$ cat config.mk
export PLATFORM = sky130hd
export DESIGN_NAME = ps2_key_ctrl
export DESIGN_NICKNAME = d
export VERILOG_FILES = /design/src/rtl/ps2_key_ctrl.sv
export SDC_FILE = /design/constraint.sdc
export NUM_CORES = 1
export LEC_CHECK = 0
export CORE_ASPECT_RATIO = 1.1
export CORE_MARGIN = 8
export CORE_UTILIZATION = 33
export DETAILED_ROUTE_END_ITERATION = 10
export MAX_ROUTING_LAYER = met4
export PLACE_DENSITY_LB_ADDON = 0.1
export SKIP_CTS_REPAIR_TIMING = 1
export SYNTH_ARGS = -nofsm -noshare
export SYNTH_HDL_FRONTEND = slang
export SYNTH_SLANG_ARGS = --single-unit
$ cat constraint.sdc
create_clock -name clk -period 2 [get_ports clk]
set_clock_uncertainty 0.1 [all_clocks]
set_input_delay 0.2 -clock clk [delete_from_list [all_inputs] [get_ports clk]]
set_output_delay 0.2 -clock clk [all_outputs]
set_load 0.03 [all_outputs]
$ cat src/rtl/ps2_key_ctrl.sv
// ps2_key_ctrl: turns the PS/2 receiver's byte stream into single key events.
// Folds E0/F0/E1 prefixes, tracks the held key, suppresses typematic repeats
// from the press counter and raises a sticky error on protocol or FIFO faults.
module ps2_key_ctrl #(
    parameter int PAUSE_LEN = 7
) (
    input  logic       clk,
    input  logic       clrn,
    input  logic [7:0] kbd_data,
    input  logic       kbd_ready,
    input  logic       kbd_overflow,
    output logic       kbd_pop,
    output logic       evt_valid,
    input  logic       evt_ready,
    output logic [7:0] evt_code,
    output logic       evt_ext,
    output logic       evt_break,
    output logic       evt_repeat,
    output logic       key_down,
    output logic [7:0] held_code,
    output logic       held_ext,
    output logic [7:0] press_cnt,
    output logic       err
);

    localparam logic [2:0] IDLE     = 3'd0;
    localparam logic [2:0] GOT_E0   = 3'd1;
    localparam logic [2:0] GOT_F0   = 3'd2;
    localparam logic [2:0] GOT_E0F0 = 3'd3;
    localparam logic [2:0] PAUSE    = 3'd4;
    localparam logic [2:0] EMIT     = 3'd5;

    logic [2:0] state_reg, state_next;
    logic [7:0] skip_reg, skip_next;
    logic       pop_next;
    logic       handshake;
    logic       is_prefix, is_bad;
    logic       emit_go, emit_ext, emit_brk;
    logic [7:0] emit_code;
    logic       proto_err;
    logic       emit_match;
    logic       evt_is_pause;

    assign evt_valid    = (state_reg == EMIT);
    assign handshake    = evt_valid && evt_ready;
    assign is_prefix    = (kbd_data == 8'hE0) || (kbd_data == 8'hE1) || (kbd_data == 8'hF0);
    assign is_bad       = (kbd_data == 8'h00) || (kbd_data == 8'hFF);
    assign emit_match   = key_down && (held_code == emit_code) && (held_ext == emit_ext);
    assign evt_is_pause = (evt_code == 8'hE1) && !evt_ext;

    // The pop decision is registered; it never fires two cycles in a row so the
    // receiver can advance its head, and it may fire right after a handshake.
    assign pop_next = kbd_ready && !kbd_pop && ((state_reg != EMIT) || handshake);

    // Decode the byte consumed this cycle (kbd_pop high) into the next state.
    always_comb begin
        state_next = state_reg;
        skip_next  = skip_reg;
        emit_go    = 1'b0;
        emit_ext   = 1'b0;
        emit_brk   = 1'b0;
        emit_code  = kbd_data;
        proto_err  = 1'b0;
        case (state_reg)
            IDLE: if (kbd_pop) begin
                if (kbd_data == 8'hE0) begin
                    state_next = GOT_E0;
                end else if (kbd_data == 8'hF0) begin
                    state_next = GOT_F0;
                end else if (kbd_data == 8'hE1) begin
                    state_next = PAUSE;
                    skip_next  = 8'(PAUSE_LEN);
                end else if (is_bad) begin
                    proto_err = 1'b1;
                end else begin
                    emit_go = 1'b1;
                end
            end
            GOT_E0: if (kbd_pop) begin
                if (kbd_data == 8'hF0) begin
                    state_next = GOT_E0F0;
                end else if (is_prefix || is_bad) begin
                    proto_err  = 1'b1;
                    state_next = IDLE;
                end else begin
                    emit_go  = 1'b1;
                    emit_ext = 1'b1;
                end
            end
            GOT_F0: if (kbd_pop) begin
                if (is_prefix || is_bad) begin
                    proto_err  = 1'b1;
                    state_next = IDLE;
                end else begin
                    emit_go  = 1'b1;
                    emit_brk = 1'b1;
                end
            end
            GOT_E0F0: if (kbd_pop) begin
                if (is_prefix || is_bad) begin
                    proto_err  = 1'b1;
                    state_next = IDLE;
                end else begin
                    emit_go  = 1'b1;
                    emit_ext = 1'b1;
                    emit_brk = 1'b1;
                end
            end
            PAUSE: if (kbd_pop) begin
                skip_next = skip_reg - 8'd1;
                if (skip_reg <= 8'd1) begin
                    skip_next = 8'd0;
                    emit_go   = 1'b1;
                    emit_code = 8'hE1;
                end
            end
            EMIT: if (handshake) begin
                state_next = IDLE;
            end
            default: state_next = IDLE;
        endcase
        if (emit_go) begin
            state_next = EMIT;
        end
    end

    // Sequencer state, pause skip counter, pop strobe and sticky error.
    always_ff @(posedge clk or negedge clrn) begin
        if (!clrn) begin
            state_reg <= IDLE;
            skip_reg  <= 8'd0;
            kbd_pop   <= 1'b0;
            err       <= 1'b0;
        end else begin
            state_reg <= state_next;
            skip_reg  <= skip_next;
            kbd_pop   <= pop_next;
            if (kbd_overflow || proto_err) begin
                err <= 1'b1;
            end
        end
    end

    // Capture event fields on entry to EMIT; repeat is judged against the held key now.
    always_ff @(posedge clk or negedge clrn) begin
        if (!clrn) begin
            evt_code   <= 8'd0;
            evt_ext    <= 1'b0;
            evt_break  <= 1'b0;
            evt_repeat <= 1'b0;
        end else if (emit_go) begin
            evt_code   <= emit_code;
            evt_ext    <= emit_ext;
            evt_break  <= emit_brk;
            evt_repeat <= !emit_brk && emit_match;
        end
    end

    // Held-key tracking and press counting, applied on the consumer handshake.
    always_ff @(posedge clk or negedge clrn) begin
        if (!clrn) begin
            key_down  <= 1'b0;
            held_code <= 8'd0;
            held_ext  <= 1'b0;
            press_cnt <= 8'd0;
        end else if (handshake) begin
            if (!evt_break) begin
                if (!evt_repeat) begin
                    press_cnt <= press_cnt + 8'd1;
                    if (!evt_is_pause) begin
                        key_down  <= 1'b1;
                        held_code <= evt_code;
                        held_ext  <= evt_ext;
                    end
                end
            end else if (key_down && (held_code == evt_code) && (held_ext == evt_ext)) begin
                key_down <= 1'b0;
            end
        end
    end

endmodule

# Yosys cells after proc, flatten, opt, wreduce, memory -nomap -nowiden
# Index checks and enable logic that the tools add are counted.
[classes] n_reduce_logical=27 bitwise_logic=3 magnitude_cmp=1 mux=49 eq_ne=29 n_addsub=2
[ops] operator="$mux 8" n=9
[ops] operator="$eq 8x8->1 const B" n=5
[ops] operator="$mux 3" n=10
[ops] operator="$mux 1" n=25
[ops] operator="$eq 8x8->1" n=2
[ops] operator="$ne 2x2->1 const B" n=8
[ops] operator="$pmux 8 s2" n=1
[ops] operator="$pmux 3 s5" n=1
[ops] operator="$reduce_and 6->1" n=2
[ops] operator="$logic_and 1x1->1" n=9
[ops] operator="$ne 3x3->1 const B" n=3
[ops] operator="$add 8x1->8 const B" n=1
[ops] operator="$le 8x1->1 const B" n=1
[ops] operator="$logic_not 8->1" n=1
[ops] operator="$reduce_and 4->1" n=2
[ops] operator="$sub 8x1->8 const B" n=1
[ops] operator="$eq 3x2->1 const B" n=2
[ops] operator="$eq 3x3->1 const B" n=2
[ops] operator="$logic_or 1x1->1" n=6
[ops] operator="$ne 3x1->1 const B" n=2
[ops] operator="$ne 5x5->1 const B" n=1
[ops] operator="$pmux 1 s4" n=1
[ops] operator="$eq 3x1->1 const B" n=1
[ops] operator="$logic_not 1->1" n=3
[ops] operator="9 further kinds" n=12
[totals] output_inout_bits=32 in_bits=13 ff_bits=42

# Longest topological paths before layout
# Gate-level depths: netlist of the first run.
[logic_depth] ltp_word=11 depth_mapped=9

# Worst setup path after synthesis of the first run
# Ideal clock, no wire load.
[synth_path] path_kind="reg2reg" start="register skip_reg[0]" end="register evt_repeat" path_stages_with_launch=9 path_buffers=1 t_arrival_ps=1968 setup_time_ps=95 slack_ps=-163 synth_period_minus_slack_ps=2163 required_ps=1805 path_cell_list="dfrtp_1 > inv_1 > ha_1 > or2_1 > and4_1 > buf_4 > a2111oi_0 > o2111ai_1 > o31ai_1"
[synth_via] elab_chain_len=8
[synth_rtl] item="from (decl)" line="34" text="logic [7:0] skip_reg, skip_next;"
[synth_rtl] item="from (signal assigned)" line="136" text="skip_reg <= skip_next;"
[synth_rtl] item="$le 8x1->1 *" line="111" text="if (skip_reg <= 8'd1) begin"
[synth_rtl] item="$mux 8" line="111"
[synth_rtl] item="$mux 8" line="109" text="PAUSE: if (kbd_pop) begin"
[synth_rtl] item="$mux 8" line="64" text="case (state_reg)"
[synth_rtl] item="$eq 8x8->1" line="48" text="assign emit_match = key_down && (held_code == emit_code) && (held_ext == emit_ext);"
[synth_rtl] item="$logic_and 1x1->1 (2 in a row)" line="48"
[synth_rtl] item="$logic_and 1x1->1" line="155" text="evt_repeat <= !emit_brk && emit_match;"
[synth_rtl] item="to (signal assigned)" line="155"
[synth_rtl] item="to (decl)" line="18" text="output logic evt_repeat,"
# Mark *: on every way between the ends. The rest lies on a longest branch, timed or not.
# A chain may end at the register's enable or synchronous reset.

# Worst setup path in the final report of the first run
[layout_path] start="register skip_reg[7]" end="register evt_repeat"
# The elaborated chain is that of the path after synthesis.

==> results of run 1 <==
[worst max-delay path by stage]
stage | to | slack (ps) | depth (start not counted)
after floorplan | evt_repeat$_DFFE_PN0P_ | -30 | 8
after global placement | err$_DFFE_PN0P_ | -380 | 6
after detailed placement | skip_reg[3]$_DFFE_PN0P_ | -410 | 7
after CTS | evt_repeat$_DFFE_PN0P_ | -200 | 9
after global routing | evt_repeat$_DFFE_PN0P_ | -130 | 7
final | evt_repeat$_DFFE_PN0P_ | -50 | 7
[cells in the final DEF (no fill, tap or decap), types with 3 or more instances in the layout]
cell and instances:
o21ai_2 8, clkdlybuf4s50_1 35, dfrtp_1 41, dlymetal6s2s_1 8, o21ai_0 9, nor4_1 4
nand4_1 9, buf_4 63, mux2_2 5, nor2_1 12, a21oi_1 10, nand3_1 6
nor2b_1 4, xor2_1 4, and3_1 3, inv_1 12, o31ai_1 5, clkbuf_8 6
o2111ai_1 3, xnor2_1 17, nand2_1 40
[tightest hold or removal path: stages]
cell,delay (ps)
dlymetal6s2s_1,150
buf_4,160
nand2_1,70
o21ai_2,50
[kinds of logic (layout without fill, tap and decap cells)]
| kind of cell | Yosys count | count (layout) |
|---|---|---|
| compound gates | 59 | 60 |
| xor+xnor | 21 | 21 |
| fa+ha+maj | 3 | 3 |
| buf+inv | 24 | 136 |
| flops | 42 | 42 |
| mux | 5 | 5 |
| simple gates | 106 | 106 |
[cells in the mapped netlist, drive strengths merged, types with 2 or more instances]
library cell  count
nand4             9
ha                3
nor2b             4
nand3             7
xnor2            17
mux2              5
nor3              2
a21oi            11
o2111ai           3
buf               9
a32o              2
o21ai            19
o22ai             2
and3              3
nor4              6
nand2b            2
and2              2
a31oi             2
inv              14
dfrtp            42
nor2             16
nand2            41
or2               4
xor2              4
nand3b            2
o31ai             7
[power breakdown]
part	internal [uW]	leakage, uW	switching (uW)	total (uW)
Clock	278	0.0000472	318	597
Sequential	1130	0.000523	351	1490
Combinational	1470	0.00115	1550	3020
Total	2880	0.00172	2220	5100
[through the flow]
stage / util, % / cell area [um^2] / instances / TNS (ps)
final: 51.36 / 3796 / 460 / -50.39
after detailed placement: 46.64 / 3447 / 442 / -7767
after global placement: 46.64 / 3447 / 442 / -7153
after global routing: 51.36 / 3796 / 460 / -256.0
after floorplan: - / 2511 / 260 / -29.91
after CTS: 47.93 / 3542 / 450 / -895.4
[routing by layer]
layer	vias to the layer above	part of all wire, %
met5	-	0
met1	1141	43
met2	51	53
met4	0	1.6
li1	1159	-
met3	9	3.2
[area by class of cell]
cell class                 count  area [um^2]  area share [%]
multi-input combinational    195         1436           37.84
tap                           87        108.9           2.867
inverter                      14        52.55           1.384
clock buffer                   6        82.58           2.175
sequential                    42         1052           27.72
timing repair buffer         114         1051           27.69
clock inverter                 2        12.51          0.3296
==> summary.md, run 1 <==
| Metric | Value |
|---|---|
| Clk_lat worst skew | 300 ps |
| Maximum clock path buffer count | 2 |
| Initial core utilization | 33.64% |
| Power per Cell Area | about 1300 nW/um^2 |
| Synth Flop Type | dfrtp_1 |
| Clock slew at reported path FFs | 90 ps |
| Largest family of logic cells by synthesized area | simple AND/OR/NAND/NOR gates |
| Violated checks | negative setup slack |
| Post-synth EDFFs | 0 |
| Post-Synth Adder-Cell Area | between 1.5 and 2% |
| Multiplexer share of the synthesized area | 2.265% |
| Synth Register Bits | 42 |
| Min Tclk post-route | 2050 ps |
| Peak VDD IR | 531.9 uV |
| Yosys warnings | 0 |
| Fraction of layout instances using a drive strength above 1 | 33.51% |
| Tcrit/Tclk final | 102.5% |
| Leak | 0.001724 uW |
| R2R Setup Slk | -50 ps |
| Fmax | 0.4877 GHz |
| Worst min-delay path class | in -> reg |
| CP max stage cell | dfrtp_1 |
| CP startpoint | skip_reg[7]$_DFFE_PN0P_ |
| Syn avg cell area | 9.562 um^2 |
| Post-DRT Antenna Nets | 0 |
| Routing usage on met3 | 2.852% |
| Delay-heaviest family, CP | compound AO/OA/AOI/OAI gates |
| Run status | finished, violations left |
| TritonCTS Buffers | 5 |
| Setup CP Type | reg -> reg |
| Max-Cap Viols | 0 |
| Worst r2r src | skip_reg[7]$_DFFE_PN0P_ |
| WL final | 7651 um |
| Slew @ Worst Pin | 549.5 ps |
| Nets | 388 |
| Setup ws final | -50.39 ps |
| HP Start | kbd_data[2] |
| Buf+Inv Stages, Crit Path | 1 |
| Port Buffers | 44 |
| XOR/XNOR Fraction of Synth Area | between 7 and 8% |
| Die X | between 90 and 100 um |
| Synth unique cells | slightly below 60 |
| WHS Path Cells | 4 |
| Worst Path Required | 2110 ps |
| Core area | between 7000 and 8000 um^2 |
| Final hold vios | 0 |
| Endpoints failing setup | 1 |
| Cell count of the worst reg-to-reg path | 7 |
| Post-synthesis compound-gate area fraction | a little under a fifth |
| Drt pass-1 iters | 4 |
| Clock sinks | 42 |
| Vias per cell | 5.130 |
| Iteration-0 DRC Markers | 96 |
| DRC errors left | 0 |
| Number of global-route vias before repair | 2321 |
| Area delta synth->final | 52.69% |
| Fillers | 708 |
| Max stage delay on crit path | 420 ps |
| H-Tree Depth | 2 |
| CTS root buffer | clkbuf_8 |
| RePlAce Congestion | ~0.82 |
| Crit path cell chain | nor4_4, buf_4, and4_4, a21oi_1, o32ai_2, o2111ai_1, o31ai_1 |
| Row count | 33 |
| Pin count of the biggest net entering global routing | 43 |
| Hpwl dp | 5700 um |
| Endpoint, Worst Hold | evt_code[2]$_DFFE_PN0P_ |
| Synth top area share | 42.27% |
| Initial antenna violation count | 0 |
| Top-Level Pins | 45 |
| Async SR Flop Fraction | 100.0% |
| Cell taking the most area after synthesis | dfrtp_1 |
| CTS tree | yes |
| Synth Area in Simple Gates | 22.45% |
| Unrepaired setup endpoints after global routing | yes |
| Cells after Synth | between 200 and 300 |
| Met1 Use GR | approximately 16% |
| # diodes | 0 |
| Worst slew margin | 63.24% |
| Pre-CTS setup slack | -405.5 ps |
| Hold_ws | 256.4 ps |
| Via count | 2360 |
| Overall power | 5100 uW |
| Post-synthesis sequential area ratio | 42.27% |
| Crit path capture type | flip-flop |
| Grt met2 use | around a quarter |
| Reg-to-Reg End | evt_repeat$_DFFE_PN0P_ |
| GRT busiest layer | met2 |
| WP data arrival | about 2200 ps |
| Die H | 107.0 um |
| Synth top area cells | dfrtp_1, nand2_1, xnor2_1 |
| Routed len/inst | about 17 um |
| Congestion Overflow GR | 0 |
| First-pass GRT wire length | roughly 12000 um |
| Crit Path Max Fanout | 5 |
| Fin. max-slew vios | 0 |
| GRT Overall Usage | between 10% and 20% |
| Setup crit start kind | flip-flop |
| Die area | 10570 um^2 |
| Post-Syn Area | ~2500 um^2 |
| Net Count, Synth | 276 |
No activity file was read; power rests on OpenSTA's default activity.
==> run 2: changes to the inputs <==
--- a/config.mk
+++ b/config.mk
@@ -8,7 +8,6 @@
 export CORE_ASPECT_RATIO = 1.1
 export CORE_MARGIN = 8
-export CORE_UTILIZATION = 33
+export CORE_UTILIZATION = 47
 export DETAILED_ROUTE_END_ITERATION = 10
-export MAX_ROUTING_LAYER = met4
 export PLACE_DENSITY_LB_ADDON = 0.1
 export SKIP_CTS_REPAIR_TIMING = 1
==> constraint.sdc (replaced) <==
create_clock -name clk -period 2 [get_ports clk]
set_clock_uncertainty 0.1 [all_clocks]
set_input_delay 0.2 -clock clk [delete_from_list [all_inputs] [get_ports clk]]
set_output_delay 0.2 -clock clk [all_outputs]
set_load 0.01 [all_outputs]
==> summary.md, run 2 (same netlist as run 1, synthesis figures left out) <==
| Metric | Value |
|---|---|
| Worst slew margin | 69.26% (was 63.24%) |
| Congestion Overflow GR | 0 (unchanged) |
| Port Buffers | 44 (unchanged) |
| Number of global-route vias before repair | 2360 (was 2321) |
| Top-Level Pins | 45 (unchanged) |
| Switching Fraction | 38.99% (was 43.49%) |
| Hpwl dp | 5215 um (was 5700 um) |
| Die X | 85.35 um (was 98.76 um) |
| First-pass GRT wire length | 11260 um (was 11760 um) |
| Die H | 92.28 um (was 107.0 um) |
| Setup CP Type | reg -> reg (unchanged) |
| Peak VDD IR | 832.0 uV (was 531.9 uV) |
| WL final | 7228 um (was 7651 um) |
| Pin count of the biggest net entering global routing | 43 (unchanged) |
| Maximum clock path buffer count | 2 (unchanged) |
| Die area | 7876 um^2 (was 10570 um^2) |
| Worst min-delay path class | in -> reg (unchanged) |
| Leak | 0.001687 uW (was 0.001724 uW) |
| Run status | finished, violations left (unchanged) |
| Via count | 2393 (was 2360) |
| Placed Cells incl. Taps | 411 (was 442) |
| # diodes | 0 (unchanged) |
| Overall power | 4684 uW (was 5100 uW) |
| Iteration-0 DRC Markers | 123 (was 96) |
| H-Tree Depth | 2 (unchanged) |
| RePlAce Congestion | 0.9140 (was 0.8205) |
| TritonCTS Buffers | 5 (unchanged) |
| Fmax | 0.4954 GHz (was 0.4877 GHz) |
| Violated checks | negative setup slack (unchanged) |
| Initial antenna violation count | 0 (unchanged) |
| Clock sinks | 42 (unchanged) |
| WP data arrival | 2130 ps (was 2160 ps) |
| Routed len/inst | 16.69 um (was 16.63 um) |
| Cell-internal power | 2858 uW (was 2882 uW) |
| Area delta synth->final | 51.79% (was 52.69%) |
| Non-Filler Instances | 433 (was 460) |
| CTS tree | yes (unchanged) |
| Most common cell after layout, fill and taps aside | buf_4 (unchanged) |
| Fin. max-slew vios | 0 (unchanged) |
| Initial core utilization | 49.06% (was 33.64%) |
| Clk_lat worst skew | 300 ps (about the same) |
| Psw | 1826 uW (was 2218 uW) |
| Power per Cell Area | 1241 nW/um^2 (was 1343 nW/um^2) |
| Vias per cell | 5.527 (was 5.130) |
| Setup ws final | -18.52 ps (was -50.39 ps) |
| Core area | 5067 um^2 (was 7391 um^2) |
| Drt pass-1 iters | 4 (unchanged) |
| Slew @ Worst Pin | 456.9 ps (was 549.5 ps) |
| Post-DRT Antenna Nets | 0 (unchanged) |
| Crit path capture type | flip-flop (unchanged) |
| Clock power share | 12.2% (was 11.7%) |
| Most frequent cells in the layout | buf_4, dfrtp_1, nand2_1, clkdlybuf4s50_1, xnor2_1 (unchanged) |
| Crit Path Max Fanout | 4 (was 5) |
| CP startpoint | skip_reg[0]$_DFFE_PN0P_ (was skip_reg[7]$_DFFE_PN0P_) |
| GRT Overall Usage | 17.85% (was 14.27%) |
| Setup crit start kind | flip-flop (unchanged) |
| Clock slew at reported path FFs | 80 ps (was 90 ps) |
| Min Tclk post-route | 2019 ps (was 2050 ps) |
| Unrepaired setup endpoints after global routing | yes (unchanged) |
| Row count | 27 (was 33) |
| Tcrit/Tclk final | 100.9% (was 102.5%) |
| Fraction of layout instances using a drive strength above 1 | 34.13% (was 33.51%) |
| Hold_ws | 230.1 ps (was 256.4 ps) |
| Nets | 390 (was 388) |
| CTS root buffer | clkbuf_8 (unchanged) |
| Seq pwr share | 32.1% (was 29.1%) |
| Max-Cap Viols | 0 (unchanged) |
| Endpoints failing setup | 1 (unchanged) |
| HP Start | kbd_data[2] (unchanged) |
| Worst Path Required | 2110 ps (about the same) |
| DRC errors left | 0 (unchanged) |
| Final hold vios | 0 (unchanged) |
| Worst r2r src | skip_reg[0]$_DFFE_PN0P_ (was skip_reg[7]$_DFFE_PN0P_) |
| Comb pwr share | 55.7% (was 59.2%) |
run 2: cell types whose count changed in the layout (fill, tap and decap cells not counted), sizes merged:
cell,delta
buf,+4
clkdlybuf4s50,+2
clkinvlp,-1
dlymetal6s2s,-2
o211a,-1
run 2: worst paths after layout:
check,end,slack (ps),depth (start not counted)
max in group asynchronous,held_code[0]$_DFFE_PN0P_,1270,3
min in group asynchronous,held_ext$_DFFE_PN0P_,320,3
hold / removal,evt_code[2]$_DFFE_PN0P_,230,4
hold reg to reg,press_cnt[7]$_DFFE_PN0P_,380,1
setup / recovery,evt_repeat$_DFFE_PN0P_,-20,9
setup reg to reg,evt_repeat$_DFFE_PN0P_,-20,9
run 2: layout make-up:
type                            instances  area, um^2
Fill cell                             359        1294
Timing Repair Buffer                  117        1075
Tap cell                               58       72.57
Inverter                               14       52.55
Clock buffer                            7       86.33
Multi-Input combinational cell        194        1431
Sequential cell                        42        1051
Clock inverter                          1       5.005
run 2: power groups by stage:
stage	Combinational, uW	Clock, uW	Sequential [uW]
6_report	2610	570	1500
5_1_grt	2830	621	1560
4_1_cts	2340	587	1500
3_5_place_dp	2330	0	1520
3_3_place_gp	2290	0	1500
2_1_floorplan	1080	0	1570
run 2: through the flow:
| stage | utilization [%] | setup slack [ps] | area, um^2 | TNS [ps] |
|---|---|---|---|---|
| final | 74.47 | -18.52 | 3774 | -18.52 |
| after global routing | 74.47 | -111.8 | 3774 | -150.9 |
| after CTS | 68.79 | -141.6 | 3486 | -685.1 |
| after detailed placement | 66.99 | -402.6 | 3395 | -7320 |
| after global placement | 66.99 | -418.2 | 3395 | -6748 |
| after floorplan | - | 0.6323 | 2497 | 0 |
run 2: routing by layer:
layer,vias to the layer above,routed length [um],track usage [%]
li1,1162,-,-
met1,1169,2888,20.25
met2,55,3882,32.53
met3,7,392,4.371
met4,0,65,4.532
met5,-,0,0
run 2: critical path, stage by stage, from the launching register on:
cell,delay (ps)
dfrtp_1,390
inv_2,70
ha_4,150
or2_4,250
and4_4,190
buf_4,140
nor2_2,100
nand3b_1,90
a32o_1,290
o31ai_2,170
==> run 3: changes to the inputs <==
Settings changed: ABC_AREA set to 1, CORE_UTILIZATION 47 to 48.
==> summary.md, run 3 <==
| Metric | Value |
|---|---|
| Run status | finished, final reports clean (was finished, violations left) |
| Synth unique cells | 35 (was 59) |
| Congestion Overflow GR | 0 (unchanged) |
| TritonCTS Buffers | 5 (unchanged) |
| Hpwl dp | 5192 um (was 5215 um) |
| Die H | 91.82 um (was 92.28 um) |
| Power per Cell Area | 1409 nW/um^2 (was 1241 nW/um^2) |
| Final core utilization | 70.94% (was 74.47%) |
| Routed len/inst | 14.09 um (was 16.69 um) |
| Drt pass-1 iters | 5 (was 4) |
| Clock sinks | 42 (unchanged) |
| First-pass GRT wire length | 11390 um (was 11260 um) |
| Initial core utilization | 49.84% (was 49.06%) |
| Nets | 440 (was 390) |
| Comb pwr share | 55.3% (was 55.7%) |
| WL final | 6807 um (was 7228 um) |
| Endpoints failing setup | 0 (was 1) |
| Psw | 2132 uW (was 1826 uW) |
| Maximum clock path buffer count | 2 (unchanged) |
| Reg area | 1051 um^2 (unchanged) |
| Seq pwr share | 31.1% (was 32.1%) |
| Iteration-0 DRC Markers | 81 (was 123) |
| Peak VDD IR | 901.5 uV (was 832.0 uV) |
| Cell taking the most area after synthesis | dfrtp_1 (unchanged) |
| Async SR Flop Fraction | 100.0% (unchanged) |
| CP startpoint | skip_reg[1]$_DFFE_PN0P_ (was skip_reg[0]$_DFFE_PN0P_) |
| Setup crit start kind | flip-flop (unchanged) |
| Die X | 84.93 um (was 85.35 um) |
| Yosys warnings | 0 (unchanged) |
| Port Buffers | 44 (unchanged) |
| Synth top area cells | dfrtp_1, nand2_1, inv_1 (was dfrtp_1, nand2_1, xnor2_1) |
| Overall power | 5032 uW (was 4684 uW) |
| WP data arrival | 2140 ps (was 2130 ps) |
| Final hold vios | 0 (unchanged) |
| Top cells by count, synth | nand2_1, dfrtp_1, inv_1, nor2_1, nand3_1 (was dfrtp_1, nand2_1, xnor2_1, nor2_1, inv_1) |
| Crit path cell chain | inv_2, ha_4, inv_2, nand2_2, nand2_2, nor2_4, nand2_4, buf_6, nand3_1, nand2_1, nor2_1, nand3_1, nor2_1, nand3_1, nand2_1 (was inv_2, ha_4, or2_4, and4_4, buf_4, nor2_2, nand3b_1, a32o_1, o31ai_2) |
| Fraction of layout instances using a drive strength above 1 | 25.41% (was 34.13%) |
| Synth Flop Type | dfrtp_1 (unchanged) |
| Max stage delay on crit path | 390 ps (about the same) |
| Area delta synth->final | 42.34% (was 51.79%) |
| Min Tclk post-route | 1992 ps (was 2019 ps) |
| Crit path capture type | flip-flop (unchanged) |
| Worst slew margin | 68.46% (was 69.26%) |
| Top cell by count, worst path | nand3_1 |
| Most common cell after layout, fill and taps aside | nand2_1 (was buf_4) |
| Row count | 27 (unchanged) |
| Switching Fraction | 42.37% (was 38.99%) |
| Synth top area share | 41.90% (was 42.27%) |
| H-Tree Depth | 2 (unchanged) |
| Most frequent cells in the layout | nand2_1, buf_4, clkdlybuf4s50_1, dfrtp_1, inv_1 (was buf_4, dfrtp_1, nand2_1, clkdlybuf4s50_1, xnor2_1) |
| Net Count, Synth | 343 (was 276) |
| Vias per cell | 5.093 (was 5.527) |
| Syn avg cell area | 7.672 um^2 (was 9.562 um^2) |
| Top-Level Pins | 45 (unchanged) |
| Cells after Synth | 327 (was 260) |
| Clock slew at reported path FFs | 90 ps (was 80 ps) |
| Synth Register Bits | 42 (unchanged) |
| Worst Path Required | 2140 ps (was 2110 ps) |
| Tcrit/Tclk final | 99.62% (was 100.9%) |
| Post-synthesis sequential area ratio | 41.90% (was 42.27%) |
| Fmax | 0.5019 GHz (was 0.4954 GHz) |
| GRT Overall Usage | 17.93% (was 17.85%) |
| Unrepaired setup endpoints after global routing | yes (unchanged) |
| Cell-internal power | 2900 uW (was 2858 uW) |
| Post-Syn Area | 2509 um^2 (was 2486 um^2) |
| CTS root buffer | clkbuf_8 (unchanged) |
| Die area | 7798 um^2 (was 7876 um^2) |
| Footprint of the multi-input gates | 1315 um^2 (was 1431 um^2) |
| Core area | 5034 um^2 (was 5067 um^2) |
| Most frequent cell after synthesis | nand2_1 (was dfrtp_1) |
| Initial antenna violation count | 0 (unchanged) |
| Setup CP Type | reg -> reg (unchanged) |
| Worst r2r src | skip_reg[1]$_DFFE_PN0P_ (was skip_reg[0]$_DFFE_PN0P_) |
| Leak | 0.001729 uW (was 0.001687 uW) |
| CP max stage cell | dfrtp_1 (unchanged) |
| Non-Filler Instances | 483 (was 433) |
| Pin count of the biggest net entering global routing | 23 (was 43) |
| RePlAce Congestion | 0.8897 (was 0.9140) |
| DRC errors left | 0 (unchanged) |
| Max-Cap Viols | 0 (unchanged) |
| CTS tree | yes (unchanged) |
| Crit Path Max Fanout | 6 (was 4) |
| Via count | 2460 (was 2393) |
| Post-synth EDFFs | 0 (unchanged) |
| Number of global-route vias before repair | 2508 (was 2360) |
| Worst min-delay path class | in -> async (was in -> reg) |
| Fillers | 413 (was 359) |
| Clk_lat worst skew | 300 ps (about the same) |
| Clock power share | 13.6% (was 12.2%) |
| Fin. max-slew vios | 0 (unchanged) |
| Placed Cells incl. Taps | 464 (was 411) |
| Slew @ Worst Pin | 473.2 ps (was 456.9 ps) |
| Post-DRT Antenna Nets | 0 (unchanged) |
| # diodes | 0 (unchanged) |
run 3: cell types whose count changed in the layout (fill, tap and decap cells not counted), moves of 11 or more:
cell,before,now
inv_1,12,39
xnor2_1,17,4
nand3_1,6,20
buf_4,63,44
nand2_1,40,76
nor2_1,15,26
run 3: layout make-up:
class                      instances  area share, %
multi-input combinational        231          36.83
sequential                        42          29.43
timing repair buffer              94          23.30
inverter                          50          5.326
clock buffer                       6          2.032
tap                               58          2.032
clock inverter                     2          1.051
run 3: logic make-up (layout without fill, tap and decap cells):
group / after synthesis / after routing / synth area share [%]
AND/OR/NAND/NOR: 157 / 157 / 28.08
AO/OA/AOI/OAI: 61 / 61 / 15.96
buffers and inverters: 54 / 152 / 8.977
flip-flops: 42 / 42 / 41.90
XOR/XNOR: 9 / 9 / 3.142
adder cells (fa/ha/maj): 3 / 3 / 1.496
multiplexers: 1 / 1 / 0.4488
run 3: worst paths after layout:
check,to,depth (start not counted),slack [ps]
max reg2reg,evt_repeat$_DFFE_PN0P_,15,8
max in group asynchronous,held_code[0]$_DFFE_PN0P_,3,960
min in group clk,kbd_pop$_DFF_PN0_,3,330
max,evt_repeat$_DFFE_PN0P_,15,8
min,skip_reg[4]$_DFFE_PN0P_,2,280
min reg2reg,err$_DFFE_PN0P_,2,380
run 3: worst max-delay path: cells and delay by family, from the launching register on:
family	cells	cell delay [ps]
simple gates	11	1000
flops	1	390
buf+inv	3	290
fa+ha+maj	1	150
run 3: through the flow:
stage               cell area (um^2)  hold WS (ps)  setup WS [ps]  setup TNS (ps)
floorplan                       2509        -195.6          190.7               0
global placement                3272         85.02         -62.24          -941.3
detailed placement              3272         81.55         -110.2           -1702
CTS                             3382        -245.1         -110.3          -779.8
global route                    3571         337.9         -83.09          -497.6
finish                          3571         282.1          7.599               0
run 3: power groups by stage:
stage,clock network (uW),logic (uW),registers [uW]
global route,730,3090,1620
global placement,0,2460,1560
detailed placement,0,2500,1570
finish,687,2780,1560
CTS,698,2520,1550
floorplan,0,1340,1590
run 3: layer usage:
layer | vias to the layer above | global-route usage, % | share of wire (%)
li1 | 1256 | - | -
met1 | 1129 | 21.62 | 44
met2 | 67 | 29.63 | 49
met3 | 8 | 4.728 | 5.6
met4 | 0 | 7.429 | 1.3
met5 | - | 0 | 0
